**src/rtl/fft_pkg.sv**
```systemverilog
`default_nettype none
// +----------------------------------------------------------------------+
// | Module      : fft_pkg                                                |
// | Description : Shared types and constants for the FFT stage           |
// |               scheduler: FSM state encoding, error-flag bit indices  |
// |               and a small width helper.                              |
// | Revision    : 1.0 - initial release                                  |
// +----------------------------------------------------------------------+
package fft_pkg;

    // Scheduler FSM states, explicit 2-bit encoding
    typedef enum logic [1:0] {
        ST_IDLE  = 2'd0,
        ST_LOAD  = 2'd1,
        ST_RUN   = 2'd2,
        ST_DRAIN = 2'd3
    } fft_state_e;

    // Sticky error flag layout
    localparam int c_err_w       = 3;
    localparam int c_err_timeout = 0;
    localparam int c_err_seq     = 1;
    localparam int c_err_overrun = 2;

    // Index width that never collapses to zero bits
    function automatic int clog2_min1(input int value);
        if (value <= 2) begin
            return 1;
        end
        return $clog2(value);
    endfunction

endpackage
`default_nettype wire

```
**src/rtl/fft_watchdog.sv**
```systemverilog
`default_nettype none
// +----------------------------------------------------------------------+
// | Module      : fft_watchdog                                           |
// | Description : Progress watchdog. Counts enabled cycles without a     |
// |               kick and flags expiry on the cycle the count would     |
// |               reach TIMEOUT.                                         |
// | Revision    : 1.0 - initial release                                  |
// +----------------------------------------------------------------------+
module fft_watchdog #(
    parameter int TIMEOUT = 64
) (
    input  logic clk,
    input  logic rst,
    input  logic kick,
    input  logic enable,
    output logic expired
);

    localparam int c_cnt_w = $clog2(TIMEOUT + 1);
    localparam logic [c_cnt_w-1:0] c_last = c_cnt_w'(TIMEOUT - 1);

    logic [c_cnt_w-1:0] r_count;

    // Expiry is decided combinationally so the scheduler can react at the
    // same edge the count would hit TIMEOUT; a kick always wins.
    assign expired = enable && !kick && (r_count == c_last);

    // Idle-cycle counter: cleared by progress, by leaving the watched
    // states and after firing
    always_ff @(posedge clk) begin
        if (rst || kick || !enable || expired) begin
            r_count <= '0;
        end else begin
            r_count <= r_count + c_cnt_w'(1);
        end
    end

endmodule
`default_nettype wire

```
**src/rtl/fft_stage_scheduler.sv**
```systemverilog
`default_nettype none
// +----------------------------------------------------------------------+
// | Module      : fft_stage_scheduler                                    |
// | Description : Sequences one FFT frame through a chain of pipelined   |
// |               stages: loads N samples, fires one start pulse per     |
// |               stage as the previous one completes, drains N output   |
// |               samples, and guards the whole run with a watchdog.     |
// | Revision    : 1.0 - initial release                                  |
// +----------------------------------------------------------------------+
module fft_stage_scheduler
    import fft_pkg::*;
#(
    parameter int N          = 16,
    parameter int SIZE       = 4,
    parameter int NUM_STAGES = 4,
    parameter int TIMEOUT    = 64
) (
    input  logic                  clk,
    input  logic                  rst,
    input  logic                  start,
    input  logic                  in_valid,
    input  logic [NUM_STAGES-1:0] stage_done,
    input  logic                  out_valid,
    output logic                  in_ready,
    output logic [NUM_STAGES-1:0] stage_start,
    output logic                  busy,
    output logic                  frame_done,
    output logic                  abort,
    output logic [c_err_w-1:0]    err
);

    localparam int c_cnt_w = SIZE + 1;
    localparam int c_idx_w = clog2_min1(NUM_STAGES);
    localparam logic [c_cnt_w-1:0]    c_last_cnt = c_cnt_w'(N - 1);
    localparam logic [c_idx_w-1:0]    c_last_idx = c_idx_w'(NUM_STAGES - 1);
    localparam logic [NUM_STAGES-1:0] c_stage0   = NUM_STAGES'(1);

    // Architectural state
    fft_state_e            r_state;
    logic [c_cnt_w-1:0]    r_in_cnt;
    logic [c_cnt_w-1:0]    r_out_cnt;
    logic [c_idx_w-1:0]    r_idx;
    logic                  r_pending;

    // Registered outputs
    logic                  r_in_ready;
    logic [NUM_STAGES-1:0] r_stage_start;
    logic                  r_busy;
    logic                  r_frame_done;
    logic                  r_abort;
    logic [c_err_w-1:0]    r_err;

    // Next-state values from input events (before watchdog override)
    fft_state_e            w_state_evt;
    logic [c_cnt_w-1:0]    w_in_cnt_next;
    logic [c_cnt_w-1:0]    w_out_cnt_next;
    logic [c_idx_w-1:0]    w_idx_next;
    logic                  w_pending_evt;
    logic [NUM_STAGES-1:0] w_stage_start_next;
    logic                  w_frame_done_next;
    logic [c_err_w-1:0]    w_err_evt;

    // Final next-state values
    fft_state_e            w_state_next;
    logic                  w_pending_next;
    logic [c_err_w-1:0]    w_err_set;

    logic [NUM_STAGES-1:0] w_expect;
    logic                  w_done_hit;
    logic                  w_done_stray;
    logic                  w_kick;
    logic                  w_wd_enable;
    logic                  w_wd_expired;

    // Only the completion of the currently running stage advances the
    // chain; anything else on stage_done is a sequencing fault.
    assign w_expect     = c_stage0 << r_idx;
    assign w_done_hit   = (r_state == ST_RUN) && (|(stage_done & w_expect));
    assign w_done_stray = (r_state == ST_RUN) ? (|(stage_done & ~w_expect))
                                              : (|stage_done);

    // Event-driven next state, counters, pulses and error sources
    always_comb begin
        w_state_evt        = r_state;
        w_in_cnt_next      = r_in_cnt;
        w_out_cnt_next     = r_out_cnt;
        w_idx_next         = r_idx;
        w_pending_evt      = r_pending;
        w_stage_start_next = '0;
        w_frame_done_next  = 1'b0;
        w_err_evt          = '0;
        w_err_evt[c_err_seq] = w_done_stray;

        // A request while busy is remembered once; a second one is lost
        if (start && (r_state != ST_IDLE)) begin
            if (r_pending) begin
                w_err_evt[c_err_overrun] = 1'b1;
            end else begin
                w_pending_evt = 1'b1;
            end
        end

        case (r_state)
            ST_IDLE: begin
                if (start || r_pending) begin
                    w_state_evt   = ST_LOAD;
                    w_in_cnt_next = '0;
                    w_pending_evt = 1'b0;
                end
            end
            ST_LOAD: begin
                if (in_valid) begin
                    if (r_in_cnt == c_last_cnt) begin
                        w_state_evt        = ST_RUN;
                        w_in_cnt_next      = '0;
                        w_idx_next         = '0;
                        w_stage_start_next = c_stage0;
                    end else begin
                        w_in_cnt_next = r_in_cnt + c_cnt_w'(1);
                    end
                end
            end
            ST_RUN: begin
                if (w_done_hit) begin
                    if (r_idx == c_last_idx) begin
                        w_state_evt    = ST_DRAIN;
                        w_out_cnt_next = '0;
                    end else begin
                        w_idx_next         = r_idx + c_idx_w'(1);
                        w_stage_start_next = w_expect << 1;
                    end
                end
            end
            ST_DRAIN: begin
                if (out_valid) begin
                    if (r_out_cnt == c_last_cnt) begin
                        w_frame_done_next = 1'b1;
                        w_out_cnt_next    = '0;
                        // A request arriving with the last sample counts
                        // as pending, so the next frame follows directly
                        if (w_pending_evt) begin
                            w_state_evt   = ST_LOAD;
                            w_in_cnt_next = '0;
                            w_pending_evt = 1'b0;
                        end else begin
                            w_state_evt = ST_IDLE;
                        end
                    end else begin
                        w_out_cnt_next = r_out_cnt + c_cnt_w'(1);
                    end
                end
            end
            default: begin
                w_state_evt = ST_IDLE;
            end
        endcase
    end

    // Any sample or stage activity, or a state change, counts as progress
    assign w_kick      = in_valid | (|stage_done) | out_valid | (w_state_evt != r_state);
    assign w_wd_enable = (r_state == ST_RUN) || (r_state == ST_DRAIN);

    fft_watchdog #(
        .TIMEOUT (TIMEOUT)
    ) u_watchdog (
        .clk     (clk),
        .rst     (rst),
        .kick    (w_kick),
        .enable  (w_wd_enable),
        .expired (w_wd_expired)
    );

    // Watchdog expiry overrides the event path and abandons the frame
    always_comb begin
        w_state_next   = w_state_evt;
        w_pending_next = w_pending_evt;
        w_err_set      = w_err_evt;
        if (w_wd_expired) begin
            w_state_next             = ST_IDLE;
            w_pending_next           = 1'b0;
            w_err_set[c_err_timeout] = 1'b1;
        end
    end

    // FSM state and counter registers
    always_ff @(posedge clk) begin
        if (rst) begin
            r_state   <= ST_IDLE;
            r_in_cnt  <= '0;
            r_out_cnt <= '0;
            r_idx     <= '0;
            r_pending <= 1'b0;
        end else begin
            r_state   <= w_state_next;
            r_in_cnt  <= w_in_cnt_next;
            r_out_cnt <= w_out_cnt_next;
            r_idx     <= w_idx_next;
            r_pending <= w_pending_next;
        end
    end

    // Output registers; status outputs track the state being entered
    always_ff @(posedge clk) begin
        if (rst) begin
            r_in_ready    <= 1'b0;
            r_stage_start <= '0;
            r_busy        <= 1'b0;
            r_frame_done  <= 1'b0;
            r_abort       <= 1'b0;
            r_err         <= '0;
        end else begin
            r_in_ready    <= (w_state_next == ST_LOAD);
            r_stage_start <= w_stage_start_next;
            r_busy        <= (w_state_next != ST_IDLE);
            r_frame_done  <= w_frame_done_next;
            r_abort       <= w_wd_expired;
            r_err         <= r_err | w_err_set;
        end
    end

    assign in_ready    = r_in_ready;
    assign stage_start = r_stage_start;
    assign busy        = r_busy;
    assign frame_done  = r_frame_done;
    assign abort       = r_abort;
    assign err         = r_err;

endmodule
`default_nettype wire

```
**config.mk**
```make
export PLATFORM = sky130hd
export DESIGN_NAME = fft_stage_scheduler
export DESIGN_NICKNAME = d
export VERILOG_FILES = /design/src/rtl/fft_pkg.sv /design/src/rtl/fft_watchdog.sv /design/src/rtl/fft_stage_scheduler.sv
export SDC_FILE = /design/constraint.sdc
export NUM_CORES = 1
export LEC_CHECK = 0
export CAP_MARGIN = 10
export CORE_MARGIN = 3
export CORE_UTILIZATION = 40
export CTS_BUF_LIST = sky130_fd_sc_hd__clkbuf_16
export CTS_CLUSTER_SIZE = 20
export DETAILED_ROUTE_END_ITERATION = 12
export MAX_ROUTING_LAYER = met4
export SLEW_MARGIN = 20
export SYNTH_ARGS = -nofsm -noshare
export SYNTH_HDL_FRONTEND = slang
export SYNTH_SLANG_ARGS = --single-unit
```
**constraint.sdc**
```tcl
create_clock -name clk -period 4.55 [get_ports clk]
set_input_delay 0.91 -clock clk [delete_from_list [all_inputs] [get_ports clk]]
set_output_delay 0.91 -clock clk [all_outputs]
set_load 0.02 [all_outputs]
```
==> results.py <==
metrics = {
    "run_status": {
        "outcome": "finished clean",
    },
    "worst_setup_path": {
        "crit_arrival_ps": 3080,
        "crit_family": "compound AO/OA/AOI/OAI gates",
        "worstSetupPathType": "in2reg",
        "crit_chain": "clkdlybuf4s50_1 -> a222oi_1 -> a21o_1 -> a21oi_1 -> or3_1 -> nor3_1",
        "critPathMaxStageDelay_ps": 670,
        "end_kind": "flip-flop",
        "cp_slowest_cell": "a222oi_1",
        "crit_buf_inv": 1,
        "cp-start-kind": "input pin",
        "worstPathRequired_ps": 4740,
        "cp_max_fo": 8,
    },
    "route": {
        "dr.pass1.iters": 4,
        "totalWireLength_um": 3810,
        "dr_total_vias": 1498,
        "drc_errors": 0,
        "vias_per_cell": 5.61,
        "postRouteAntennaNets": 0,
        "first_iter_violations": 78,
        "wl_per_cell_um": 14.3,
    },
    "global_routing": {
        "grt_pass1_vias": 1459,
        "grt_use_total_pct": 16.6,
        "grt_max_degree": 17,
        "grt_pass1_wl_um": 6600,
        "antenna_found_initial": 0,
        "grt_overflow": 0,
    },
    "pwr": {
        "power.leakage_nw": 0.779,
        "peakVddDrop_mv": 0.204,
        "pwr_density_cell_mw_per_mm2": 325,
    },
    "finish": {
        "nFillCells": 379,
        "regArea_um2": 661,
        "final_area_mm2": 0.00206,
        "insertedDiodeCount": 0,
        "nets": 236,
        "syn_to_final_growth_pct": 21.3,
        "post_route_cells_drive_above_1_share_pct": 7.37,
        "multiInputGateArea_um2": 966,
    },
    "synth": {
        "synth.avg_cell_area_um2": 8.68,
        "synth_top_area_share_pct": 38.8,
        "seq_area_frac_synth_pct": 38.8,
        "syn_nets": 216,
        "ys_types": 50,
        "synth_top_cell_by_area": "dfxtp_1",
        "synth-edff-count": 0,
        "syn_inst": 196,
        "post-synth-top-count-cell": "dfxtp_1",
        "synth_area_leaders": "dfxtp_1, ha_1, a21oi_1, nor2_1, nand2_1",
        "ys.flop_type": "dfxtp_1",
        "netlist_area_mm2": 0.00170,
        "ys_seq_elements": 33,
        "synth_common_cells": "dfxtp_1, nor2_1, a21oi_1, nand2_1, inv_1",
        "synthArstFlopShare_pct": 0,
        "yosys_warnings": 0,
    },
    "cts": {
        "cts_sinks": 33,
        "cts_resized": 0,
        "clock_path_buffers": 2,
        "postCtsSetupBuffers": 0,
        "cts_root_buf": "clkbuf_16",
        "cts_hold_buf": 0,
        "cts_tree": "built",
        "clock_latency_ps": 280,
        "cts_buffers": 5,
        "htree_levels": 2,
        "clk_pin_slew_ps": 50,
    },
    "sta": {
        "fin_skew_ps": 5.95,
        "period_minus_slack_ps": 2890,
        "worst_pin_slew_ps": 748,
        "slew_headroom_pct": 49.9,
        "fin_crit_sh_pct": 63.4,
        "final_max_slew_viol_count": 0,
        "fmax_mhz": 347,
        "rsz0062_at_grt": "no",
        "setup_viol": 0,
        "finalHoldViolCount": 0,
        "tns_ps": 0,
    },
    "place": {
        "gp_congestion": 0.817,
        "hpwl_um": 2820,
        "place_area_mm2": 0.00192,
        "portBuffers": 19,
    },
    "floorplan": {
        "dieArea_mm2": 0.00507,
        "ioPinCount": 20,
        "die_w_um": 71.2,
        "fp.dieH_um": 71.2,
        "rows": 23,
        "initial_utilization_pct": 41.9,
        "core_mm2": 0.00406,
    },
    "worst_hold_path": {
        "holdCritPathClass": "reg2reg",
    },
    "flow_run": {
        "cap_violations": 0,
    },
}
[routing by layer]
metal  wire length (um)  vias up  share of wire, %  GRT usage, %
met5                  0        -                 0             -
met4                 75        0               2.0          6.47
met3                166        8               4.4          4.49
met2               1840       41                48          26.6
met1               1720      709                45          19.9
li1                   -      740                 -             -
[kinds of logic (layout without fill, tap and decap cells)]
| kind of cell | after synthesis | in the layout | synth area share [%] |
|---|---|---|---|
| AO/OA/AOI/OAI | 43 | 43 | 16.8 |
| XOR/XNOR | 6 | 6 | 3.09 |
| adder cells (fa/ha/maj) | 12 | 12 | 8.68 |
| buffers and inverters | 18 | 39 | 4.41 |
| flip-flops | 33 | 33 | 38.8 |
| multiplexers | 3 | 3 | 1.84 |
| AND/OR/NAND/NOR | 81 | 81 | 26.4 |
[power by group]
group | leakage (nW) | switching (mW) | internal, mW
combinational | 0.438 | 0.0330 | 0.0249
clock | 0.0748 | 0.116 | 0.198
sequential | 0.267 | 0.00422 | 0.294
[final timing paths]
path	startpoint	endpoint	slack, ps	cells after the start
max	stage_done[0]	u_watchdog.r_count[5]$_SDFF_PP0_	1660	6
min	r_in_cnt[4]$_SDFFE_PP0P_	r_in_cnt[4]$_SDFFE_PP0P_	450	2
max reg2reg	r_state[0]$_SDFF_PP0_	r_out_cnt[3]$_SDFFE_PP0P_	2010	7
min reg2reg	r_in_cnt[4]$_SDFFE_PP0P_	r_in_cnt[4]$_SDFFE_PP0P_	450	2
[registers in the layout, summed over array words and instances (netlist names)]
signal,cells
r_pending,1
busy,1
r_state,2
stage_start,4
r_in_cnt,5
in_ready,1
frame_done,1
r_out_cnt,5
abort,1
r_idx,2
err,3
u_watchdog.r_count,7
[metrics by stage]
step	instances	hold WS (ps)	setup slack (ps)	power [mW]	util, %
finish	267	445	1660	0.670	50.8
global route	267	452	1510	0.699	50.8
CTS	267	445	1660	0.682	50.8
detailed placement	259	436	1420	0.361	47.4
global placement	259	430	1460	0.359	47.4
floorplan	196	416	2040	0.338	-
[final cells by class]
| class | instances | share of cell area (%) |
|---|---|---|
| multi-input combinational | 145 | 46.8 |
| clock inverter | 3 | 0.667 |
| tap | 50 | 3.03 |
| inverter | 12 | 2.18 |
| clock buffer | 5 | 6.06 |
| sequential | 33 | 32.0 |
| timing repair buffer | 19 | 9.22 |
[cell usage in the layout, fill, tap and decap left out, types with 3 or more instances in the layout]
cell and n:
nand4_1 3, a21oi_1 15, ha_1 11, clkdlybuf4s50_1 19
nor3_1 6, a31oi_1 3, and3_1 4, nor2_1 20
dfxtp_1 33, clkbuf_16 5, and2_1 5, nand3_1 6
inv_1 13, nand2b_1 4, o21ai_0 8, xnor2_1 4
nor2b_1 4, nand4b_1 3, nand2_1 15
[worst reg2reg max path, stage by stage (launching register included)]
cell,delay [ps]
dfxtp_1,480
inv_1,140
ha_1,410
nor2b_1,230
a211oi_1,650
nand4_1,210
xnor2_1,160
and2_1,150
No activity file was read; power rests on OpenSTA's default activity.
